--- src/rtl/core_pkg.sv ---
// ---------------------------------------------------------------------------
// core_pkg
// Purpose : Shared encodings and bundle types for the pipeline stages.
//           Holds the ALU operation codes, the write-back source selects,
//           the immediate-format selects and the packed control bundle.
//           The ID/EX and EX/MEM registers both carry the control bundle.
// Ports   : none (package)
// ---------------------------------------------------------------------------
package core_pkg;

  // ALU operation codes. They pass through the pipeline register untouched.
  localparam logic [3:0] ALU_ADD    = 4'b0000;
  localparam logic [3:0] ALU_SUB    = 4'b0001;
  localparam logic [3:0] ALU_AND    = 4'b0010;
  localparam logic [3:0] ALU_OR     = 4'b0011;
  localparam logic [3:0] ALU_SLT    = 4'b0100;
  localparam logic [3:0] ALU_XOR    = 4'b0101;
  localparam logic [3:0] ALU_SH1ADD = 4'b1000;
  localparam logic [3:0] ALU_SH2ADD = 4'b1001;
  localparam logic [3:0] ALU_SH3ADD = 4'b1010;
  localparam logic [3:0] ALU_ADD_UW = 4'b1011;

  // Write-back source selects
  localparam logic [1:0] RES_ALU = 2'b00;
  localparam logic [1:0] RES_MEM = 2'b01;
  localparam logic [1:0] RES_PC4 = 2'b10;
  localparam logic [1:0] RES_IMM = 2'b11;

  // Immediate format selects used by the extender in ID
  localparam logic [2:0] IMM_I = 3'b000;
  localparam logic [2:0] IMM_S = 3'b001;
  localparam logic [2:0] IMM_B = 3'b010;
  localparam logic [2:0] IMM_U = 3'b011;
  localparam logic [2:0] IMM_J = 3'b100;

  // Control bundle. An all-zero value is a harmless NOP (ADD, ALU result,
  // no register or memory write), which is what a bubble relies on.
  typedef struct packed {
    logic       valid;
    logic       reg_write;
    logic       mem_write;
    logic       jump;
    logic       branch;
    logic       alu_src;
    logic       wd3_src;
    logic [1:0] result_src;
    logic [3:0] alu_control;
    logic [2:0] funct3;
  } ctrl_bundle_t;

  localparam int CTRL_W = $bits(ctrl_bundle_t);

endpackage

--- src/rtl/pipe_reg_en_clr.sv ---
// ---------------------------------------------------------------------------
// pipe_reg_en_clr
// Purpose : Generic WIDTH-bit pipeline flop with synchronous active-low
//           reset, synchronous clear and load enable. Reset beats clear,
//           clear beats enable, so a flush always wins over a stall.
// Ports   : clk      - clock, rising edge
//           rst_n    - synchronous active-low reset
//           en_i     - load d_i when high (driven as ~stall)
//           clr_i    - load zero (bubble) when high
//           d_i      - next-stage input
//           q_o      - registered output
// ---------------------------------------------------------------------------
module pipe_reg_en_clr #(
  parameter int WIDTH = 8
) (
  input  logic             clk,
  input  logic             rst_n,
  input  logic             en_i,
  input  logic             clr_i,
  input  logic [WIDTH-1:0] d_i,
  output logic [WIDTH-1:0] q_o
);

  logic [WIDTH-1:0] data_q;
  logic [WIDTH-1:0] data_d;

  // Next-state selection: clear to zero, load the input, or hold.
  always_comb begin
    data_d = data_q;
    if (clr_i) begin
      data_d = '0;
    end else if (en_i) begin
      data_d = d_i;
    end
  end

  // State register; reset has the highest priority and is synchronous.
  always_ff @(posedge clk) begin
    if (!rst_n) begin
      data_q <= '0;
    end else begin
      data_q <= data_d;
    end
  end

  assign q_o = data_q;

endmodule

--- src/rtl/id_ex_pipe_reg.sv ---
// ---------------------------------------------------------------------------
// id_ex_pipe_reg
// Purpose : Decode-to-execute pipeline register. Captures the control
//           bundle, operands, PC values, immediate and register indices at
//           the end of ID and presents them to EX one cycle later.
//           flush_e inserts an all-zero bubble; stall_e holds the contents.
//           Priority: reset, then flush, then stall, then load.
// Ports   : clk, rst_n           - clock, synchronous active-low reset
//           stall_e, flush_e     - hazard-unit hold / bubble controls
//           *_d                  - decoded instruction fields from ID
//           *_e                  - registered copies presented to EX
// ---------------------------------------------------------------------------
module id_ex_pipe_reg
  import core_pkg::*;
#(
  parameter int XLEN   = 64,
  parameter int REG_AW = 5
) (
  input  logic              clk,
  input  logic              rst_n,
  input  logic              stall_e,
  input  logic              flush_e,
  input  logic              valid_d,
  input  logic              reg_write_d,
  input  logic              mem_write_d,
  input  logic              jump_d,
  input  logic              branch_d,
  input  logic              alu_src_d,
  input  logic              wd3_src_d,
  input  logic [1:0]        result_src_d,
  input  logic [3:0]        alu_control_d,
  input  logic [2:0]        funct3_d,
  input  logic [XLEN-1:0]   rd1_d,
  input  logic [XLEN-1:0]   rd2_d,
  input  logic [XLEN-1:0]   pc_d,
  input  logic [XLEN-1:0]   pc_plus4_d,
  input  logic [XLEN-1:0]   imm_ext_d,
  input  logic [REG_AW-1:0] rs1_d,
  input  logic [REG_AW-1:0] rs2_d,
  input  logic [REG_AW-1:0] rd_d,
  output logic              valid_e,
  output logic              reg_write_e,
  output logic              mem_write_e,
  output logic              jump_e,
  output logic              branch_e,
  output logic              alu_src_e,
  output logic              wd3_src_e,
  output logic [1:0]        result_src_e,
  output logic [3:0]        alu_control_e,
  output logic [2:0]        funct3_e,
  output logic [XLEN-1:0]   rd1_e,
  output logic [XLEN-1:0]   rd2_e,
  output logic [XLEN-1:0]   pc_e,
  output logic [XLEN-1:0]   pc_plus4_e,
  output logic [XLEN-1:0]   imm_ext_e,
  output logic [REG_AW-1:0] rs1_e,
  output logic [REG_AW-1:0] rs2_e,
  output logic [REG_AW-1:0] rd_e
);

  localparam int DATA_W = 5 * XLEN + 3 * REG_AW;

  ctrl_bundle_t      ctrl_d;
  ctrl_bundle_t      ctrl_q;
  logic [DATA_W-1:0] data_d;
  logic [DATA_W-1:0] data_q;

  // Pack the decoded fields into the two bundles carried by the flops.
  always_comb begin
    ctrl_d             = '0;
    ctrl_d.valid       = valid_d;
    ctrl_d.reg_write   = reg_write_d;
    ctrl_d.mem_write   = mem_write_d;
    ctrl_d.jump        = jump_d;
    ctrl_d.branch      = branch_d;
    ctrl_d.alu_src     = alu_src_d;
    ctrl_d.wd3_src     = wd3_src_d;
    ctrl_d.result_src  = result_src_d;
    ctrl_d.alu_control = alu_control_d;
    ctrl_d.funct3      = funct3_d;
  end

  assign data_d = {rd1_d, rd2_d, pc_d, pc_plus4_d, imm_ext_d, rs1_d, rs2_d, rd_d};

  pipe_reg_en_clr #(
    .WIDTH(CTRL_W)
  ) u_ctrl_reg (
    .clk  (clk),
    .rst_n(rst_n),
    .en_i (~stall_e),
    .clr_i(flush_e),
    .d_i  (ctrl_d),
    .q_o  (ctrl_q)
  );

  // Data fields are bubbled too so a flushed slot is fully deterministic.
  pipe_reg_en_clr #(
    .WIDTH(DATA_W)
  ) u_data_reg (
    .clk  (clk),
    .rst_n(rst_n),
    .en_i (~stall_e),
    .clr_i(flush_e),
    .d_i  (data_d),
    .q_o  (data_q)
  );

  assign valid_e       = ctrl_q.valid;
  assign reg_write_e   = ctrl_q.reg_write;
  assign mem_write_e   = ctrl_q.mem_write;
  assign jump_e        = ctrl_q.jump;
  assign branch_e      = ctrl_q.branch;
  assign alu_src_e     = ctrl_q.alu_src;
  assign wd3_src_e     = ctrl_q.wd3_src;
  assign result_src_e  = ctrl_q.result_src;
  assign alu_control_e = ctrl_q.alu_control;
  assign funct3_e      = ctrl_q.funct3;

  assign {rd1_e, rd2_e, pc_e, pc_plus4_e, imm_ext_e, rs1_e, rs2_e, rd_e} = data_q;

endmodule
--- config.mk ---
export PLATFORM = sky130hd
export DESIGN_NAME = id_ex_pipe_reg
export DESIGN_NICKNAME = d
export VERILOG_FILES = /design/src/rtl/core_pkg.sv /design/src/rtl/pipe_reg_en_clr.sv /design/src/rtl/id_ex_pipe_reg.sv
export SDC_FILE = /design/constraint.sdc
export NUM_CORES = 1
export LEC_CHECK = 0
export CELL_PAD_IN_SITES_DETAIL_PLACEMENT = 1
export CELL_PAD_IN_SITES_GLOBAL_PLACEMENT = 2
export CORE_AREA = 4 4 271 273
export DETAILED_ROUTE_END_ITERATION = 8
export DIE_AREA = 0 0 275 277
export PLACE_DENSITY = 0.7
export SLEW_MARGIN = 20
export SYNTH_ARGS = -nofsm -noshare
export SYNTH_HDL_FRONTEND = slang
export SYNTH_SLANG_ARGS = --single-unit
--- constraint.sdc ---
create_clock -name clk -period 1.6 [get_ports clk]
set_input_delay 0.4 -clock clk [delete_from_list [all_inputs] [get_ports clk]]
set_output_delay 0.4 -clock clk [all_outputs]
set_load 0.02 [all_outputs]
# --- Word-level counts from Yosys, hierarchy flattened ---
# Index checks and enable logic that the tools add are counted.
totals:
  ff_bits: 351
  out_inout_bits: 351
  word_cells: 4
op_classes:
  bitwise: 1
  reduce_logical: 1
op_table:
  columns: ["cell", "count"]
  rows:
  - ["$reduce_or A2 Y1", 1]
  - ["$not A1 Y1", 1]

# --- Depth between registers and ports, before layout ---
# Gate-level depths: netlist (run 1).
depth:
  word_depth: 2
  mapped_depth: 5
  depth_no_buf: 2

# --- Cells and area by module ---
# A second synthesis (run 1) with hierarchy kept.
hier_totals:
  cells_unflattened: 1134
  area_unflattened_um2: 12378.1
modules_own_cells:
  columns: ["module", "instances", "cells_per_inst", "area_each_um2", "seq_area_each_um2"]
  rows:
  - ["pipe_reg_en_clr at u_data_reg", 1, 1080, 11780.0, 6706.4]
  - ["pipe_reg_en_clr at u_ctrl_reg", 1, 53, 594.3, 320.3]
  - ["id_ex_pipe_reg", 1, 1, 3.8, 0.0]

# --- Least setup slack after synthesis (run 1) ---
# No wires, ideal clock.
synth_timing:
  path_kind: "input to register"
  from: "input port stall_e"
  to: "register u_data_reg.data_q[240], in the netlist u_data_reg.q_o[240]"
  setup_time_ps: 117
  arrival_ps: 1095
  required_ps: 1483
  slack_ps: 388
  cell_stages: 5
  n_path_buf: 3
  cell_sequence: "buf_4 -> buf_6 -> buf_6 -> mux2i_1 -> nor2_1"
synth_lines:
  columns: ["element", "line_no", "text"]
  rows:
  - ["start, declared", "id_ex_pipe_reg.sv:21", "input logic stall_e,"]
  - ["end signal, assigned", "pipe_reg_en_clr.sv:42", "data_q <= data_d;"]
  - ["end, declared", "pipe_reg_en_clr.sv:24", "logic [WIDTH-1:0] data_q;"]

# --- Final worst setup path (run 1) ---
layout_timing:
  from: "register u_data_reg.data_q[240], in the netlist u_data_reg.q_o[240]"
  to: "output port rd2_e[33]"
layout_lines:
  columns: ["element", "line_no", "text"]
  rows:
  - ["end, declared", "id_ex_pipe_reg.sv:52", "output logic [XLEN-1:0] rd2_e,"]
# No word-level cell between the ends.

==> results of run 1 <==
-- final cells by class --
| class | instances | share of cell area, % |
|---|---|---|
| tap | 950 | 5.76 |
| clock inverter | 14 | 0.473 |
| clock buffer | 64 | 6.14 |
| multi-input combinational | 703 | 23.5 |
| antenna | 3 | 0.0364 |
| sequential | 351 | 34.1 |
| timing repair buffer | 759 | 30.0 |
-- worst paths after layout --
check,start,end,slack [ns],cells past startpoint
hold / removal,stall_e,u_data_reg.q_o[149],0.37,4
setup / recovery,u_data_reg.q_o[240],rd2_e[33],0.04,1
setup reg to reg,u_data_reg.q_o[30],u_data_reg.q_o[30],0.93,2
hold reg to reg,u_data_reg.q_o[172],u_data_reg.q_o[172],0.48,2
-- routing by layer --
layer  vias up  part of all wire (%)
met2       367                    52
met1      5183                    36
li1       5205                     -
met4         0                   2.6
met5         -                     0
met3        75                   9.0
-- through the flow --
step | hold slack, ns | instance area [µm²] | setup TNS (ns) | instances
floorplan | 0.544 | 12500 | 0 | 1132
global placement | 0.473 | 20900 | -11.55 | 2763
detailed placement | 0.485 | 20900 | -11.43 | 2763
CTS | 0.332 | 21000 | 0 | 2841
global route | 0.383 | 20600 | 0 | 2843
finish | 0.372 | 20600 | 0 | 2844
-- cell families after synthesis --
| logic type | Yosys count | share of synthesized area (%) |
|---|---|---|
| muxes | 351 | 28.0 |
| DFF | 351 | 56.0 |
| buffers and inverters | 78 | 5.44 |
| and+or+nand+nor | 352 | 10.6 |
-- state kept, by name (all words and copies together) (netlist names) --
signal,flops
u_ctrl_reg.q_o,16
u_data_reg.q_o,335
-- Yosys cell counts --
master / n / area, µm²
buf_4: 7 / 52.6
buf_2: 33 / 165
buf_6: 10 / 113
mux2i_1: 351 / 3510
dfxtp_1: 351 / 7030
buf_8: 22 / 330
nand2b_1: 1 / 6.26
nor2_1: 351 / 1320
clkbuf_1: 6 / 22.5
-- power groups by stage --
stage	Combinational, mW	Clock (mW)	Sequential [mW]
6_report	2.90	9.43	9.19
5_1_grt	3.11	10.2	9.22
4_1_cts	2.98	9.87	9.19
3_5_place_dp	3.18	0	9.39
3_3_place_gp	3.15	0	9.38
2_1_floorplan	1.02	0	9.71
-- what timing repair did --
item | in CTS | in global routing
buffers inserted | 0 | 0
resized for setup | 1386 | 57
endpoints found under the setup margin | 346 | 57
==> summary.txt, run 1 <==
Global route
  • Grt met3 use: 4.91%
  • First-pass GRT wire length: 78100 µm
  • GR Util All Layers: 13.4%
  • Largest net degree at the start of global routing: 43
  • Met1 Track Usage GR: 14.1%
  • Most used routing layer: met2
  • Initial antenna violation count: 3
  • Met2 Use GR: 24.9%
  • Vias in the first global route: 11600
  • Global route overflow: 0

Layout
  • # nets final: 2213
  • FF+latch area: 0.00703 mm²
  • Most frequent cells in the layout: clkdlybuf4s50_1 (353), mux2i_1 (351), nor2_1 (351)
  • Commonest non-fill, non-tap cell in the layout: clkdlybuf4s50_1
  • Area growth, synth to finish: 64.5%
  • Multi-input gate area: 0.00484 mm²
  • Layout fillers: 8149
  • Final core occ: 29.0%
  • Layout cell share with drive strength beyond 1: 25.2%

Worst setup path
  • Critical path class: reg -> out
  • CP Capture Type: primary output
  • Slowest CP cell: dfxtp_1
  • Critical path arrival: 1.16 ns
  • Critical Path RT: 1.20 ns
  • Critical path cell sequence: buf_2
  • Max incr delay on CP: 0.41 ns
  • Startpoint Class: register
  • CP Max Fanout: 2
  • Worst Path Buf+Inv: 1
  • Worst path top cell family by delay: flip-flops

Drt
  • Starting DRT DRC Count: 274
  • Wire per inst: 18.9 µm
  • Vias per cell: 3.81
  • Detailed-router iteration count before antenna repair: 4
  • Wirelength, routed: 53900 µm
  • DRC viols: 0
  • Antenna-violating nets left: 0
  • Vias: 10800

Logic synthesis
  • Post-Syn Instances: 1132
  • Avg Cell Area, Syn: 11.1 µm²
  • Flops & latches, synth: 351
  • Synthesized area: 0.0125 mm²
  • YS warnings: 0
  • Synth Net Count: 1487
  • Post-synthesis cell type count: 9
  • Sequential-to-total area share from yosys stat: 56.0%

Timing
  • FMAX: 641 MHz
  • Fin worst setup slack: 0.0410 ns
  • Endpoints failing hold: 0
  • Unrepaired setup endpoints after global routing: no
  • Slew Viols, Final: 0
  • Worst-Margin Slew: 0.315 ns
  • Tmin final: 1.56 ns
  • Clock Skews: 0 ns
  • Slew HR: 79.0%
  • Final period utilization: 97.4%
  • Endpoints failing setup: 0

Clock network
  • CTS H-tree depth: 2
  • Clock buffer depth: 3
  • CTS Buf Count: 43
  • Reg clk slew, reported paths: 0.06 ns
  • Clock Latency Late Sink: 0.54 ns
  • CTS Hold Buffers Added: 0
  • Clock sinks: 351
  • CTS tree: yes
  • CTS root buf: clkbuf_16

Power and ir drop
  • Logic pwr share: 13.5%
  • Leakage power total: 9.68 nW
  • Pwr dens: 1040 mW/mm²
  • Sequential power share: 42.7%
  • Pwr Total: 21.5 mW
  • Net load switching power: 5.43 mW
  • Net Sw Frac: 25.2%
  • Peak supply drop: 0.622 mV
  • Clock Power Share: 43.8%
  • Cell-internal power: 16.1 mW

Die
  • Core footprint: 0.0711 mm²
  • Die span in y: 277 µm
  • I/O pin count: 706
  • Row count: 98
  • Die footprint: 0.0762 mm²
  • Initial Util: 17.6%
  • Die width: 275 µm

Placement
  • DP Wirelength: 42800 µm
  • Pre-CTS setup slack: -0.103 ns
  • Port buffer count: 705
  • RePlAce Congestion: 0.780

Flow run
  • Maxcap violations: 0

Status
  • Outcome: finished clean

Worst hold path
  • Hold crit path type: in -> reg
Power figures use the tool's default switching activity.
==> run 2, diff against run 1 <==
Settings changed: SETUP_SLACK_MARGIN set to 0.05.
==> run 2 against run 1 <==
Clock-buffer cell count unchanged. Utilization up 0.056 points. Critical path type unchanged. Clock power about the same. Highest routed layer unchanged. Critical path depth unchanged.
==> summary.txt, run 2 (synthesis results as in run 1) <==
Global route
  • Global route overflow: 0 (unchanged)
  • First-pass GRT wire length: 77900 µm (-0.21%)
  • Initial antenna violation count: 2 (-1)
  • Vias in the first global route: 11600 (-0.15%)
  • Largest net degree at the start of global routing: 43 (unchanged)
  • GR Util All Layers: 13.4% (-0.029 points)

Drt
  • Antenna-violating nets left: 0 (unchanged)
  • Starting DRT DRC Count: 307 (+12%)
  • Detailed-router iteration count before antenna repair: 4 (unchanged)
  • Vias: 10800 (-0.42%)
  • Wire per inst: 18.9 µm (-0.26%)
  • Wirelength, routed: 53700 µm (-0.29%)
  • Vias per cell: 3.79 (-0.39%)
  • DRC viols: 0 (unchanged)

Die
  • I/O pin count: 706 (unchanged)
  • Core footprint: 0.0711 mm² (unchanged)
  • Die footprint: 0.0762 mm² (unchanged)
  • Die span in y: 277 µm (unchanged)
  • Row count: 98 (unchanged)
  • Die width: 275 µm (unchanged)
  • Initial Util: 17.6% (unchanged)

Worst setup path
  • CP Capture Type: primary output
  • R2R Path End: u_data_reg.q_o[30]
  • Worst Path Buf+Inv: 1 (unchanged)
  • Max incr delay on CP: 0.39 ns (-0.02 ns)
  • Register-to-register setup slack: 0.93 ns (about the same)
  • Critical path cell sequence: buf_4
  • CP Max Fanout: 2 (unchanged)
  • Cells on worst reg2reg path: 2 (unchanged)
  • Critical path class: reg -> out
  • Startpoint Class: register
  • Critical path arrival: 1.11 ns (-0.05 ns)
  • Slowest CP cell: dfxtp_1
  • Critical Path RT: 1.20 ns (about the same)
  • Reg2Reg Launch Point: u_data_reg.q_o[30]
  • Worst path top cell family by delay: flip-flops

Layout
  • # nets final: 2213 (unchanged)
  • Area growth, synth to finish: 64.8%
  • Commonest non-fill, non-tap cell in the layout: clkdlybuf4s50_1
  • Most frequent cells in the layout: clkdlybuf4s50_1 (353), mux2i_1 (351), nor2_1 (351)
  • Largest register FFs: 335 (unchanged)
  • Layout cell share with drive strength beyond 1: 26.0% (+0.74 points)
  • Layout fillers: 8134 (-0.18%)
  • Finished Layout Cells: 2843 (-0.035%)

Placement
  • DP Wirelength: 42800 µm (unchanged)
  • Port buffer count: 705 (unchanged)
  • RePlAce Congestion: 0.780 (unchanged)
  • Pre-CTS setup slack: -0.103 ns (unchanged)
  • Placed Instances: 2763 (unchanged)

Clock network
  • Post-CTS Setup Inserts: 0 (unchanged)
  • CTS root buf: clkbuf_16
  • Clock Latency Late Sink: 0.54 ns (about the same)
  • CTS tree: yes
  • Post-CTS sizing: 1506 (+8.7%)
  • CTS Hold Buffers Added: 0 (unchanged)
  • Reg clk slew, reported paths: 0.06 ns (about the same)
  • Clock sinks: 351 (unchanged)
  • CTS Buf Count: 43 (unchanged)
  • CTS H-tree depth: 2 (unchanged)
  • Clock buffer depth: 3 (unchanged)

Timing
  • Worst-Margin Slew: 0.305 ns (-0.00941 ns)
  • Clock Skews: 0 ns (unchanged)
  • Endpoints failing hold: 0 (unchanged)
  • Slew Viols, Final: 0 (unchanged)
  • FMAX: 661 MHz (+3.0%)
  • Endpoints failing setup: 0 (unchanged)
  • Worst hold slack: 0.375 ns (+0.00382 ns)
  • Final period utilization: 94.6% (-2.8 points)
  • Fin worst setup slack: 0.0866 ns (+0.0456 ns)
  • Unrepaired setup endpoints after global routing: yes
  • Tmin final: 1.51 ns (-0.0456 ns)
  • Slew HR: 79.7% (+0.63 points)
  • Final TNS setup: 0 ns (unchanged)

Worst hold path
  • Hold crit path type: in -> reg
  • Hold path depth: 4 (unchanged)
  • Critical hold path startpoint: stall_e
  • Hold path endpoint: u_data_reg.q_o[149]

Status
  • Outcome: finished clean

Flow run
  • Maxcap violations: 0 (unchanged)

Power and ir drop
  • Leakage power total: 9.72 nW (+0.37%)
  • Pwr Total: 21.5 mW (about the same)
  • Peak supply drop: 0.623 mV (about the same)
  • Pwr dens: 1040 mW/mm² (-0.19%)
run 2: cell types whose count changed in the layout (fill, tap and decap cells not counted):
| cell | change |
|---|---|
| buf_4 | +49 |
| buf_2 | -36 |
| clkdlybuf4s15_2 | -20 |
| dfxtp_1 | -14 |
| dfxtp_2 | +13 |
| clkbuf_4 | +5 |
| buf_6 | +2 |
| dfxtp_4 | +1 |
| diode_2 | -1 |
run 2: how the worst max path moves through the flow:
stage | from | to | depth (start not counted)
2_1_floorplan | stall_e | u_data_reg.q_o[240] | 5
6_report | u_data_reg.q_o[221] | rd2_e[14] | 1
4_1_cts | u_data_reg.q_o[305] | rd1_e[34] | 1
3_5_place_dp | flush_e | u_data_reg.q_o[57] | 5
5_1_grt | u_data_reg.q_o[30] | imm_ext_e[15] | 1
3_3_place_gp | flush_e | u_data_reg.q_o[309] | 5
run 2: through the flow:
step                cell area (µm²)  utilization [%]
floorplan                     12500                -
global route                  20700             29.1
finish                        20700             29.1
detailed placement            20900             29.3
CTS                           20600             29.0
global placement              20900             29.3
run 2: area by class of cell:
class / instances / area, µm² / area share, %
Antenna cell: 2 / 5.00 / 0.0242
Clock buffer: 64 / 1270 / 6.12
Clock inverter: 14 / 97.6 / 0.472
Multi-Input combinational cell: 703 / 4840 / 23.4
Sequential cell: 351 / 7050 / 34.1
Tap cell: 950 / 1190 / 5.75
Timing Repair Buffer: 759 / 6220 / 30.1
run 2: power by group:
group | switching (mW) | total, mW | internal, mW
combinational | 1.34 | 2.91 | 1.57
clock | 3.92 | 9.42 | 5.50
sequential | 0.156 | 9.19 | 9.03
run 2: routing by layer:
layer  wire (µm)  vias up  global-route usage (%)
li1            -     5195                       -
met2       28000      360                    24.9
met4        1300        0                    3.89
met1       19500     5163                    14.1
met3        4880       66                    4.91
met5           0        -                       0
==> run 3, diff against run 2 <==
Settings changed: CORE_AREA 4 4 271 273 to 4 4 274 276, DIE_AREA 0 0 275 277 to 0 0 278 280, PLACE_DENSITY 0.7 to 0.69.
Clock period 1.6 ns to 1.69 ns, I/O delays scaled along.
==> run 3 against run 2 <==
Critical path type unchanged. Routed wire length barely moved. Utilization down 0.25 points. Die area is 2.2% higher.
==> summary.txt, run 3 (synthesis results as in run 1) <==
Drt
  • Vias per cell: 3.83 (+0.90%)
  • Wire per inst: 18.7 µm (-0.80%)
  • Starting DRT DRC Count: 239 (-22%)
  • Wirelength, routed: 53700 µm (about the same)
  • DRC viols: 0 (unchanged)
  • Antenna-violating nets left: 0 (unchanged)
  • Detailed-router iteration count before antenna repair: 4 (unchanged)
  • Vias: 11000 (+1.6%)

Worst setup path
  • Worst path top cell family by delay: flip-flops
  • Critical path cell sequence: clkdlybuf4s15_2
  • Cells on worst reg2reg path: 2 (unchanged)
  • Critical Path RT: 1.27 ns (+0.07 ns)
  • Max incr delay on CP: 0.33 ns (-0.06 ns)
  • R2R Path End: u_data_reg.q_o[278]
  • Worst Path Buf+Inv: 1 (unchanged)
  • Register-to-register setup slack: 1.01 ns (+0.08 ns)
  • Critical path class: reg -> out
  • Startpoint Class: register
  • Critical path arrival: 1.16 ns (+0.05 ns)
  • Slowest CP cell: dfxtp_1
  • CP Max Fanout: 2 (unchanged)
  • CP Capture Type: primary output
  • Reg2Reg Launch Point: u_data_reg.q_o[278]

Timing
  • Worst-Margin Slew: 0.396 ns (+0.0907 ns)
  • Tmin final: 1.58 ns
  • Clock Skews: 0 ns (unchanged)
  • Unrepaired setup endpoints after global routing: no
  • Slew Viols, Final: 0 (unchanged)
  • Endpoints failing setup: 0 (unchanged)
  • Worst hold slack: 0.282 ns (-0.0932 ns)
  • Endpoints failing hold: 0 (unchanged)
  • Final period utilization: 93.7%
  • Slew HR: 73.6% (-6.0 points)
  • FMAX: 632 MHz

Power and ir drop
  • Peak supply drop: 0.575 mV (-7.7%)
  • Clock Power Share: 44.4% (+0.6 points)
  • Pwr Total: 20.6 mW (-4.2%)
  • Logic pwr share: 13.3% (-0.2 points)
  • Leakage power total: 9.66 nW (-0.59%)
  • Net Sw Frac: 24.7% (-0.43 points)
  • Cell-internal power: 15.5 mW (-3.7%)
  • Net load switching power: 5.09 mW (-5.9%)
  • Pwr dens: 985 mW/mm² (-5.4%)
  • Sequential power share: 42.3% (-0.4 points)

Placement
  • RePlAce Congestion: 0.782 (+0.35%)
  • Port buffer count: 705 (unchanged)
  • DP Wirelength: 42900 µm (+0.14%)

Status
  • Outcome: finished clean

Worst hold path
  • Critical hold path startpoint: stall_e
  • Hold path depth: 3 (-1)
  • Hold path endpoint: u_data_reg.q_o[186]
  • Hold crit path type: in -> reg

Clock network
  • Clock Latency Late Sink: 0.54 ns (about the same)
  • Post-CTS Setup Inserts: 0 (unchanged)
  • CTS Buf Count: 45 (+4.7%)
  • Clock sinks: 351 (unchanged)
  • CTS root buf: clkbuf_16
  • Clock buffer depth: 3 (unchanged)
  • CTS H-tree depth: 2 (unchanged)
  • CTS tree: yes
  • Reg clk slew, reported paths: 0.06 ns (about the same)

Global route
  • Initial antenna violation count: 3 (+1)
  • Largest net degree at the start of global routing: 53 (+23%)
  • First-pass GRT wire length: 77700 µm (-0.20%)
  • GR Util All Layers: 13.0% (-0.38 points)
  • Global route overflow: 0 (unchanged)
  • Vias in the first global route: 11900 (+2.3%)

Layout
  • # nets final: 2228 (+0.68%)
  • Most frequent cells in the layout: clkdlybuf4s50_1 (353), mux2i_1 (351), nor2_1 (351)
  • Commonest non-fill, non-tap cell in the layout: clkdlybuf4s50_1
  • Layout cell share with drive strength beyond 1: 25.9% (about the same)
  • Largest register FFs: 335 (unchanged)
  • Layout fillers: 8354 (+2.7%)
  • Area growth, synth to finish: 66.7%

Flow run
  • Maxcap violations: 0 (unchanged)

Die
  • Row count: 99 (+1.0%)
  • Core footprint: 0.0726 mm² (+2.1%)
  • Die footprint: 0.0778 mm² (+2.2%)
  • I/O pin count: 706 (unchanged)
  • Die width: 278 µm (+1.1%)
  • Initial Util: 17.3% (-0.36 points)
  • Die span in y: 280 µm (+1.1%)
[run 3: cell types whose count changed in the layout (fill, tap and decap cells not counted), sizes merged]
| cell | previous run | this run |
|---|---|---|
| buf | 401 | 358 |
| clkbuf | 69 | 65 |
| clkdlybuf4s15 | 0 | 61 |
| clkinv | 9 | 6 |
| diode | 2 | 5 |
| inv | 3 | 1 |
[run 3: power groups by stage]
stage	Clock (mW)	Combinational, mW	Sequential, mW
5_1_grt	9.90	2.95	8.74
4_1_cts	9.58	2.85	8.71
3_3_place_gp	0	2.96	8.88
6_report	9.15	2.75	8.71
2_1_floorplan	0	0.968	9.20
3_5_place_dp	0	3.00	8.89
[run 3: area by class of cell]
type / count / area (µm²) / share of cell area (%)
Clock buffer: 65 / 1340 / 6.42
Antenna cell: 5 / 12.5 / 0.0598
Multi-Input combinational cell: 703 / 4840 / 23.2
Tap cell: 959 / 1200 / 5.74
Sequential cell: 351 / 7040 / 33.6
Clock inverter: 9 / 57.6 / 0.275
Timing Repair Buffer: 772 / 6420 / 30.7
[run 3: worst max-delay path by stage]
stage / start / endpoint / slack [ns] / cells past startpoint
finish: u_data_reg.q_o[83] / pc_plus4_e[4] / 0.11 / 1
global route: u_data_reg.q_o[42] / imm_ext_e[27] / 0.05 / 1
CTS: u_data_reg.q_o[63] / imm_ext_e[48] / 0.05 / 1
detailed placement: flush_e / u_data_reg.q_o[116] / -0.06 / 5
global placement: flush_e / u_data_reg.q_o[63] / -0.02 / 5
floorplan: stall_e / u_data_reg.q_o[240] / 0.46 / 5
[run 3: layer usage]
metal  up-vias  global-route usage (%)  wire, µm
li1       5231                       -         -
met4         0                    4.34      1620
met1      5299                    13.8     20000
met5         -                       0         0
met3        77                    3.83      3380
met2       354                    24.6     28600
[run 3: metrics by stage]
step           cells  TNS [ns]  utilization [%]  area (µm²)  setup WS [ns]
3_3_place_gp    2785    -0.587             28.7       20800        -0.0246
3_5_place_dp    2785     -1.84             28.7       20800        -0.0618
2_1_floorplan   1132         0                -       12500          0.455
4_1_cts         2859         0             29.6       21500         0.0501
6_report        2864         0             28.8       20900          0.107
5_1_grt         2862         0             28.8       20900         0.0505
[run 3: what timing repair did]
item | 4_1_cts | 5_1_grt
resized for setup | 1337 | 95
hold buffers | 0 | 0
setup endpoints to repair | 351 | 93
